### src/rtl/multicycle_seq.sv
// Multicycle CPU control sequencer: program-load window, then FETCH/DECODE/EXEC/MEM/WB until a halt.
// Define MULTICYCLE_SEQ_PERF_EN to add the retired-instruction and memory-stall counters.
module multicycle_seq #(
   parameter int LOAD_CYCLES = 32,
   parameter int MEM_TIMEOUT = 15
) (
   input  logic        clk,
   input  logic        rst_n,
   input  logic        start,
   input  logic [5:0]  op,
   input  logic        halt_instr,
   input  logic        zero,
   input  logic        dmem_ready,
   output logic        load_en,
   output logic        ir_en,
   output logic        alu_en,
   output logic        dmem_req,
   output logic        dmem_we,
   output logic        reg_write,
   output logic        pc_en,
   output logic        pc_sel,
   output logic [2:0]  state,
   output logic        halted,
   output logic        timeout_err
`ifdef MULTICYCLE_SEQ_PERF_EN
   ,
   output logic [31:0] retired,
   output logic [31:0] stall_cycles
`endif
);

   typedef enum logic [2:0] {
      IDLE   = 3'd0,
      LOAD   = 3'd1,
      FETCH  = 3'd2,
      DECODE = 3'd3,
      EXEC   = 3'd4,
      MEM    = 3'd5,
      WB     = 3'd6,
      HALT   = 3'd7
   } state_t;

   localparam logic [5:0] OP_LW  = 6'h23;
   localparam logic [5:0] OP_SW  = 6'h2B;
   localparam logic [5:0] OP_BEQ = 6'h04;
   localparam logic [9:0] LOAD_LAST = 10'(LOAD_CYCLES - 1);
   localparam logic [7:0] MEM_LAST  = 8'(MEM_TIMEOUT - 1);

   state_t     state_reg, state_next;
   logic [9:0] load_cnt_reg, load_cnt_next;
   logic [7:0] wait_cnt_reg, wait_cnt_next;
   logic       timeout_err_reg, timeout_err_next;
   logic       is_lw, is_sw, is_beq;

   assign is_lw  = (op == OP_LW);
   assign is_sw  = (op == OP_SW);
   assign is_beq = (op == OP_BEQ);

   always_ff @(posedge clk) begin
      if (!rst_n) begin
         state_reg       <= IDLE;
         load_cnt_reg    <= '0;
         wait_cnt_reg    <= '0;
         timeout_err_reg <= 1'b0;
      end else begin
         state_reg       <= state_next;
         load_cnt_reg    <= load_cnt_next;
         wait_cnt_reg    <= wait_cnt_next;
         timeout_err_reg <= timeout_err_next;
      end
   end

   always_comb begin
      state_next       = state_reg;
      load_cnt_next    = load_cnt_reg;
      wait_cnt_next    = wait_cnt_reg;
      timeout_err_next = timeout_err_reg;
      case (state_reg)
         IDLE: begin
            if (start) begin
               state_next    = LOAD;
               load_cnt_next = '0;
            end
         end
         LOAD: begin
            if (load_cnt_reg == LOAD_LAST) begin
               state_next = FETCH;
            end else begin
               load_cnt_next = load_cnt_reg + 10'd1;
            end
         end
         FETCH:  state_next = DECODE;
         DECODE: state_next = halt_instr ? HALT : EXEC;
         EXEC: begin
            if (is_lw || is_sw) begin
               state_next    = MEM;
               wait_cnt_next = '0;
            end else if (is_beq) begin
               state_next = FETCH;
            end else begin
               state_next = WB;
            end
         end
         MEM: begin
            // A ready strobe in the last allowed cycle still wins over the timeout.
            if (dmem_ready) begin
               state_next = is_sw ? FETCH : WB;
            end else if (wait_cnt_reg == MEM_LAST) begin
               state_next       = HALT;
               timeout_err_next = 1'b1;
            end else begin
               wait_cnt_next = wait_cnt_reg + 8'd1;
            end
         end
         WB: state_next = FETCH;
         HALT: begin
            if (start) begin
               state_next       = LOAD;
               load_cnt_next    = '0;
               timeout_err_next = 1'b0;
            end
         end
         default: state_next = IDLE;
      endcase
   end

   // Strobes follow the state register; op/zero come from the held instruction register,
   // and the sw PC update is qualified by the completing ready so it fires exactly once.
   always_comb begin
      load_en   = 1'b0;
      ir_en     = 1'b0;
      alu_en    = 1'b0;
      dmem_req  = 1'b0;
      dmem_we   = 1'b0;
      reg_write = 1'b0;
      pc_en     = 1'b0;
      pc_sel    = 1'b0;
      case (state_reg)
         LOAD:  load_en = 1'b1;
         FETCH: ir_en = 1'b1;
         EXEC: begin
            alu_en = 1'b1;
            if (is_beq) begin
               pc_en  = 1'b1;
               pc_sel = zero;
            end
         end
         MEM: begin
            dmem_req = 1'b1;
            dmem_we  = is_sw;
            if (is_sw && dmem_ready) begin
               pc_en = 1'b1;
            end
         end
         WB: begin
            reg_write = 1'b1;
            pc_en     = 1'b1;
         end
         default: ;
      endcase
   end

   assign state       = state_reg;
   assign halted      = (state_reg == HALT);
   assign timeout_err = timeout_err_reg;

`ifdef MULTICYCLE_SEQ_PERF_EN
   logic [31:0] retired_reg;
   logic [31:0] stall_cycles_reg;
   logic        load_entry;

   assign load_entry = ((state_reg == IDLE) || (state_reg == HALT)) && start;

   always_ff @(posedge clk) begin
      if (!rst_n || load_entry) begin
         retired_reg      <= '0;
         stall_cycles_reg <= '0;
      end else begin
         if (pc_en) begin
            retired_reg <= retired_reg + 32'd1;
         end
         if ((state_reg == MEM) && !dmem_ready) begin
            stall_cycles_reg <= stall_cycles_reg + 32'd1;
         end
      end
   end

   assign retired      = retired_reg;
   assign stall_cycles = stall_cycles_reg;
`endif

endmodule

### config.mk
export PLATFORM = sky130hd
export DESIGN_NAME = multicycle_seq
export DESIGN_NICKNAME = d
export VERILOG_FILES = /design/src/rtl/multicycle_seq.sv
export SDC_FILE = /design/constraint.sdc
export NUM_CORES = 1
export LEC_CHECK = 0
export BUFFER_PORTS_ARGS = -buffer_cell sky130_fd_sc_hd__buf_2
export CAP_MARGIN = 15
export CORE_ASPECT_RATIO = 1.1
export CORE_MARGIN = 5
export CORE_UTILIZATION = 45
export CTS_CLUSTER_SIZE = 24
export DETAILED_ROUTE_END_ITERATION = 7
export GPL_TIMING_DRIVEN = 0
export PLACE_DENSITY_LB_ADDON = 0.3
export SLEW_MARGIN = 10
export SYNTH_ARGS = -nofsm -noshare
export SYNTH_HDL_FRONTEND = slang
export SYNTH_SLANG_ARGS = --single-unit
### constraint.sdc
create_clock -name clk -period 2.3 [get_ports clk]
set_input_delay 0.69 -clock clk [delete_from_list [all_inputs] [get_ports clk]]
set_output_delay 0.69 -clock clk [all_outputs]
set_load 0.05 [all_outputs]
==> impl_metrics.tcl, run 1 <==
set metrics [dict create \
    dpl_worst_slack_ns -0.3817 \
    setup_slack_ns -0.2584 \
    synth.avg_cell_area_um2 8.334 \
    cts_made_buffers 3 \
    yosysMostFrequentCell "dfxtp_1" \
    max_ir_drop_vdd_mv 0.6907 \
    reg2reg_slack_ns 0.37 \
    syn_inst 183 \
    synth_ff_type "dfxtp_1" \
    ctsLongestPathBuffers 2 \
    slew_headroom_pct 47.55 \
    post_cts_hold_buffer_count 0 \
    synth_area_leaders "dfxtp_1 29%, nand3_1 4.6%, nand4_1 3.3%" \
    place_inst 242 \
    critPathKind "in -> out" \
    p_leak_uw 0.0007094 \
    seq_power_share_pct 32.0 \
    switching_share_pct 47.75 \
    comb_power_share_pct 55.3 \
    synth_sequential_area_ratio_pct 28.88 \
    number_of_antenna_violations_at_the_first_check_in_global_routing 0 \
    drt_iter0_markers 93 \
    finalCriticalPeriod_ns 2.558 \
    cts.htree.levels 1 \
    timing.hold.worst.class "reg -> reg" \
    cellPowerDensity_nw_per_um2 764.1 \
    total_standard_cell_area_after_synthesis_um2 1525 \
    slew_viol_final 0 \
    ys_seq_elements 22 \
    hold_viol 0 \
    ys_async_sr_fraction_pct 0 \
    vias_in_the_first_global_route 1476 \
    wl_um 4236 \
    max_slew.worst_pin.slew_ns 0.7831 \
    largest_reg_flops 10 \
    rsz0062_at_grt "yes" \
    maxCapViolations 0 \
    proportion_of_netlist_area_held_by_the_largest_area_contributor_pct 28.88 \
    avgRoutedWirePerCell_um 16.68 \
    synthesis.nets 198 \
    yosysUniqueCellTypes 58 \
    synthSimpleGateAreaFrac_pct 32.73 \
    worstSetupEndpointType "output port" \
    fp.dieArea_um2 4655 \
    synth_top_family_by_area "simple AND/OR/NAND/NOR gates" \
    antenna_diode_count 0 \
    worst_clock_skew_ns 0.009927 \
    synthesized_area_fraction_occupied_by_ao_oa_aoi_and_oai_cells_pct 26.91 \
    synth_edf_count 0 \
    layout.nets 234 \
    max_clock_freq_mhz 390.9 \
    status "finished with violations" \
    cts_root_buffer "clkbuf_4" \
    rows 22 \
    drc_errors 0 \
    crit_path_start "op[2]" \
    viasPerCell 6.173 \
    cts.clk_slew.worst_paths_ns 0.12 \
    post-route-period-util_pct 111.2 \
    p_clk_share_pct 12.7 \
    firstDrtPassIters 4 \
    timing.critical_path.depth 7 \
    cts.sinks 22 \
    worst_path_max_delay_cell "nor4bb_2" \
    synth.cells.most_frequent "22 x dfxtp_1, 14 x nand3_1, 13 x nand2_1" \
    die_h_um 71.06 \
    switchingPower_uw 704.8 \
    grt_overflow 0 \
    violations "setup timing" \
    post_synth_xor_area_fraction_pct 0.5742 \
    timing.critical_path.buf_inv 3 \
    cts_tree "done" \
    grt_pass1_wl_um 7086 \
    timing.setup.tns_ns -0.4760 \
    mux_share_of_post_synthesis_cell_area_pct 2.625 \
    synth.largest_area_cell "dfxtp_1" \
    setup_viol 3 \
    port_buffers 23 \
    effective_utilization_at_floorplan_pct 46.17 \
    layout-drive-gt1-share_pct 30.73 \
    ys_warn_count 0 \
    maximum_number_of_pins_on_one_net_before_global_route_repair 13 \
    power.internal_uw 771.3 \
    number_of_nets_still_failing_antenna_checks_after_routing 0 \
    critical_path.max_fanout 3 \
    cp_cell_sequence "buf_6 -> nor4bb_2 -> buf_4 -> nand4_1 -> nor3b_2 -> o21a_2 -> buf_8" \
    die_w_um 65.51 \
    setup.worst_path.end "pc_en" \
    path_delay_family "simple AND/OR/NAND/NOR gates" \
    required_ns 1.61 \
    syn_to_final_growth_pct 26.66 \
    placeable_area_um2 3303 \
    final-instance-count-excl-fill 254 \
    startpoint_type "input pin" \
    groute.usage.overall_pct 19.17 \
    slowest_delay_ns 0.27 \
    place.gp.congestion 0.7596 \
    rr_startpoint "load_cnt_reg[0]" \
    clk_latency_ns 0.32 \
    hold_worst_slack_ns 0.4828 \
    dp_hpwl_um 2873 \
    r2r-end "state[0]" \
    timing.reg2reg.worst_path_depth 5 \
    dr_total_vias 1568 \
    layout.filler_cells 304 \
    ioPinCount 25 \
    synth_adder_area_share_pct 2.461 \
    worst-endpoint-arrival_ns 1.87 \
]
==> logic make-up after synthesis <==
| group | after synthesis |
|---|---|
| AND/OR/NAND/NOR | 79 |
| adder cells (fa/ha/maj) | 3 |
| buffers and inverters | 20 |
| AO/OA/AOI/OAI | 54 |
| XOR/XNOR | 1 |
| flip-flops | 22 |
| multiplexers | 4 |
==> cell type report <==
type / instances / area, µm² / area share (%)
Sequential cell: 22 / 451.7 / 23.38
Clock inverter: 1 / 3.754 / 0.1943
Timing Repair Buffer: 31 / 235.2 / 12.18
Buffer: 9 / 62.56 / 3.238
Tap cell: 36 / 45.04 / 2.332
Clock buffer: 3 / 22.52 / 1.166
Multi-Input combinational cell: 141 / 1070 / 55.38
Inverter: 11 / 41.29 / 2.137
==> stage by stage <==
stage                     total power [µW]  instance area [µm²]  utilization (%)
after CTS                             1468                 1879            56.89
after floorplan                       1105                 1583                -
after global placement                1253                 1743            52.77
final                                 1476                 1932            58.48
after detailed placement              1263                 1743            52.77
after global routing                  1569                 1932            58.48
==> per-layer routing <==
metal | part of all wire, % | vias to the layer above | global-route usage (%)
met3 | 3.3 | 9 | 4.444
li1 | - | 779 | -
met5 | 0 | - | 0
met1 | 43 | 749 | 24.42
met4 | 1.4 | 0 | 5.300
met2 | 52 | 31 | 32.17
==> worst min-delay path by stage <==
stage,start,end,slack (ns),cells after the start
global placement,wait_cnt_reg[7],wait_cnt_reg[7],0.45,2
detailed placement,wait_cnt_reg[7],wait_cnt_reg[7],0.47,2
CTS,wait_cnt_reg[7],wait_cnt_reg[7],0.48,2
global route,wait_cnt_reg[7],wait_cnt_reg[7],0.52,2
floorplan,wait_cnt_reg[7],wait_cnt_reg[7],0.44,2
finish,wait_cnt_reg[7],wait_cnt_reg[7],0.48,2
==> repair_timing <==
item / 4_1_cts / 5_1_grt
resized for setup: 16 / 13
setup endpoints to repair: 6 / 6
pin swaps: 3 / 3
setup buffers: 7 / 4
==> power by group through the flow <==
stage                     clock network [µW]  registers [µW]  logic [µW]
after detailed placement                   0             479         785
after CTS                                192             470         806
final                                    187             473         816
after global placement                     0             476         778
after global routing                     210             479         880
after floorplan                            0             540         564
==> cell usage in the layout (no fill, tap or decap), types with 3 or more instances in the layout <==
master / n
o211ai_1: 4
inv_1: 11
a21o_1: 3
or4_1: 4
nor3_1: 4
nand4_1: 8
nand3_1: 12
or3_1: 4
buf_2: 16
a21oi_1: 9
dfxtp_4: 3
ha_1: 3
buf_6: 8
nand2_1: 13
mux2i_1: 4
buf_4: 10
dfxtp_1: 19
o21ai_0: 7
clkbuf_4: 5
nand2b_1: 4
a31oi_1: 5
nor2_1: 4
==> worst register-to-register path, cell delays in order, from the launching register on <==
cell,delay [ns]
dfxtp_1,0.42
ha_1,0.24
nand4_1,0.27
o31a_1,0.48
o311ai_2,0.31
o41ai_2,0.11
Power figures use the tool's default switching activity.
==> run 2: changes to the inputs <==
PLACE_DENSITY = 0.67   (was not set)
PLACE_DENSITY_LB_ADDON = not set   (was 0.3)
SLEW_MARGIN = not set   (was 10)
==> run 2 against run 1 <==
Against the previous run: combinational power up 1%; worst hold slack got worse by 0.0093 ns; clock skew fell by 0.0091 ns; the flow still finishes with violations (setup timing); routed wire length shrank 8.4%; global-route usage is 1.8 points lower; die area is the same; highest routed layer unchanged; largest cell class unchanged; total power up 5.3%.
==> impl_metrics.tcl, run 2 (same netlist as run 1, synthesis figures left out) <==
set metrics [dict create \
    status "finished with violations" \
    violations "setup timing" \
    rows 22 \
    port_buffers 23 \
    max_clock_freq_mhz 399.8 \
    viasPerCell 6.163 \
    largest_reg_flops 10 \
    worst_clock_skew_ns 0.0008505 \
    ioPinCount 25 \
    top_layer "met4" \
    vias_in_the_first_global_route 1482 \
    worst_path_max_delay_cell "nor4bb_4" \
    startpoint_type "input pin" \
    dp_hpwl_um 2822 \
    slew_viol_final 0 \
    grt_overflow 0 \
    cts.htree.levels 1 \
    place.gp.congestion 0.8380 \
    effective_utilization_at_floorplan_pct 46.17 \
    cellPowerDensity_nw_per_um2 803.3 \
    avgRoutedWirePerCell_um 15.40 \
    fp.dieArea_um2 4655 \
    dr_total_vias 1553 \
    grt_pass1_wl_um 6527 \
    max_slew.worst_pin.slew_ns 0.7088 \
    groute.usage.overall_pct 17.35 \
    finish.utilization_pct 58.60 \
    post_cts_hold_buffer_count 0 \
    slowest_delay_ns 0.25 \
    die_h_um 71.06 \
    slew_headroom_pct 52.52 \
    worst_path_most_repeated_cell "buf_6" \
    worst-endpoint-arrival_ns 1.81 \
    hold_viol 0 \
    firstDrtPassIters 4 \
    syn_to_final_growth_pct 26.91 \
    design_power_total_uw 1555 \
    number_of_antenna_violations_at_the_first_check_in_global_routing 0 \
    detailroute.wirelength.met3_um 142 \
    antenna_diode_count 0 \
    drc_errors 0 \
    required_ns 1.61 \
    rsz0062_at_grt "yes" \
    critPathKind "in -> out" \
    ff_latch_area_um2 451.7 \
    cts_made_buffers 3 \
    max_ir_drop_vdd_mv 0.4776 \
    wl_um 3881 \
    critical_path.max_fanout 2 \
    p_leak_uw 0.0007151 \
    setup_slack_ns -0.2012 \
    maxCapViolations 0 \
    timing.hold.worst.class "reg -> reg" \
    cts.clk_slew.worst_paths_ns 0.12 \
    worstSetupEndpointType "output port" \
    ctsLongestPathBuffers 2 \
    die_w_um 65.51 \
    post-route-period-util_pct 108.7 \
    drt_iter0_markers 79 \
    maximum_number_of_pins_on_one_net_before_global_route_repair 14 \
    detail_route.wirelength.met1_um 1765 \
    multi_input_area_um2 1074 \
    cts_tree "done" \
    cts_root_buffer "clkbuf_4" \
    placeable_area_um2 3303 \
    routed-wl-met2_um 1917 \
    number_of_nets_still_failing_antenna_checks_after_routing 0 \
    setup_viol 2 \
    top_library_cells_by_usage_in_the_layout_fill_and_taps_aside "19 x dfxtp_1, 17 x buf_2, 13 x nand2_1, 13 x nand3_1, 10 x inv_1" \
    mostFrequentLayoutCell "dfxtp_1" \
    hold_worst_slack_ns 0.4735 \
    layout.nets 232 \
    dpl_worst_slack_ns -0.3937 \
    finalCriticalPeriod_ns 2.501 \
    layout-drive-gt1-share_pct 30.56 \
    layout.filler_cells 308 \
    cts.sinks 22 \
    clk_latency_ns 0.31 \
    cp_cell_sequence "buf_6 -> nor4bb_4 -> buf_4 -> nand4_1 -> nor3b_2 -> o21a_2 -> buf_6" \
]
==> run 2: cell count changes in the layout (fill, tap and decap cells not counted), sizes merged <==
cell    before  now
buf         36   35
clkinv       1    0
==> run 2: per-layer routing <==
| metal | vias up | global-route usage (%) |
|---|---|---|
| met5 | - | 0 |
| met4 | 0 | 6.452 |
| met3 | 8 | 2.857 |
| met2 | 41 | 28.46 |
| met1 | 731 | 22.68 |
| li1 | 773 | - |
==> run 2: repair_timing <==
| action | in CTS | in global routing |
|---|---|---|
| endpoints found under the setup margin | 6 | 6 |
| gates resized for setup | 15 | 11 |
| endpoints found under the hold margin | 0 | 0 |
| pin swaps | 2 | 5 |
| setup buffers | 2 | 5 |
==> run 2: area by class of cell <==
class                           instances  area share [%]
Sequential cell                        22           23.34
Inverter                               11           2.133
Timing Repair Buffer                   29           11.18
Multi-Input combinational cell        141           55.46
Clock buffer                            4           2.456
Tap cell                               36           2.327
Buffer                                  9           3.103
==> run 2: path summary, 6_finish.rpt <==
| kind | depth (start not counted) | start | to | slack (ns) |
|---|---|---|---|---|
| max reg2reg | 5 | load_cnt_reg[0] | state[0] | 0.38 |
| min | 2 | wait_cnt_reg[7] | wait_cnt_reg[7] | 0.47 |
| min reg2reg | 2 | wait_cnt_reg[7] | wait_cnt_reg[7] | 0.47 |
| max | 7 | op[2] | pc_en | -0.20 |
==> run 2: power by group <==
| part | switching, µW | total [µW] | internal [µW] |
|---|---|---|---|
| Clock | 122 | 255 | 133 |
| Combinational | 538 | 828 | 291 |
| Sequential | 44.9 | 471 | 426 |
| Total | 705 | 1550 | 850 |
==> run 2: per-stage QoR <==
| step | std cells | TNS, ns | cell area (µm²) |
|---|---|---|---|
| 2_1_floorplan | 183 | -0.1795 | 1583 |
| 3_3_place_gp | 242 | -0.5100 | 1743 |
| 3_5_place_dp | 242 | -0.5686 | 1743 |
| 4_1_cts | 248 | -0.2955 | 1862 |
| 5_1_grt | 252 | -0.4205 | 1936 |
| 6_report | 252 | -0.2048 | 1936 |
==> run 2: critical path: cells and delay by family <==
kind / cells / cell delay, ns
buf+inv: 3 / 0.40
compound gates: 1 / 0.14
simple gates: 3 / 0.58
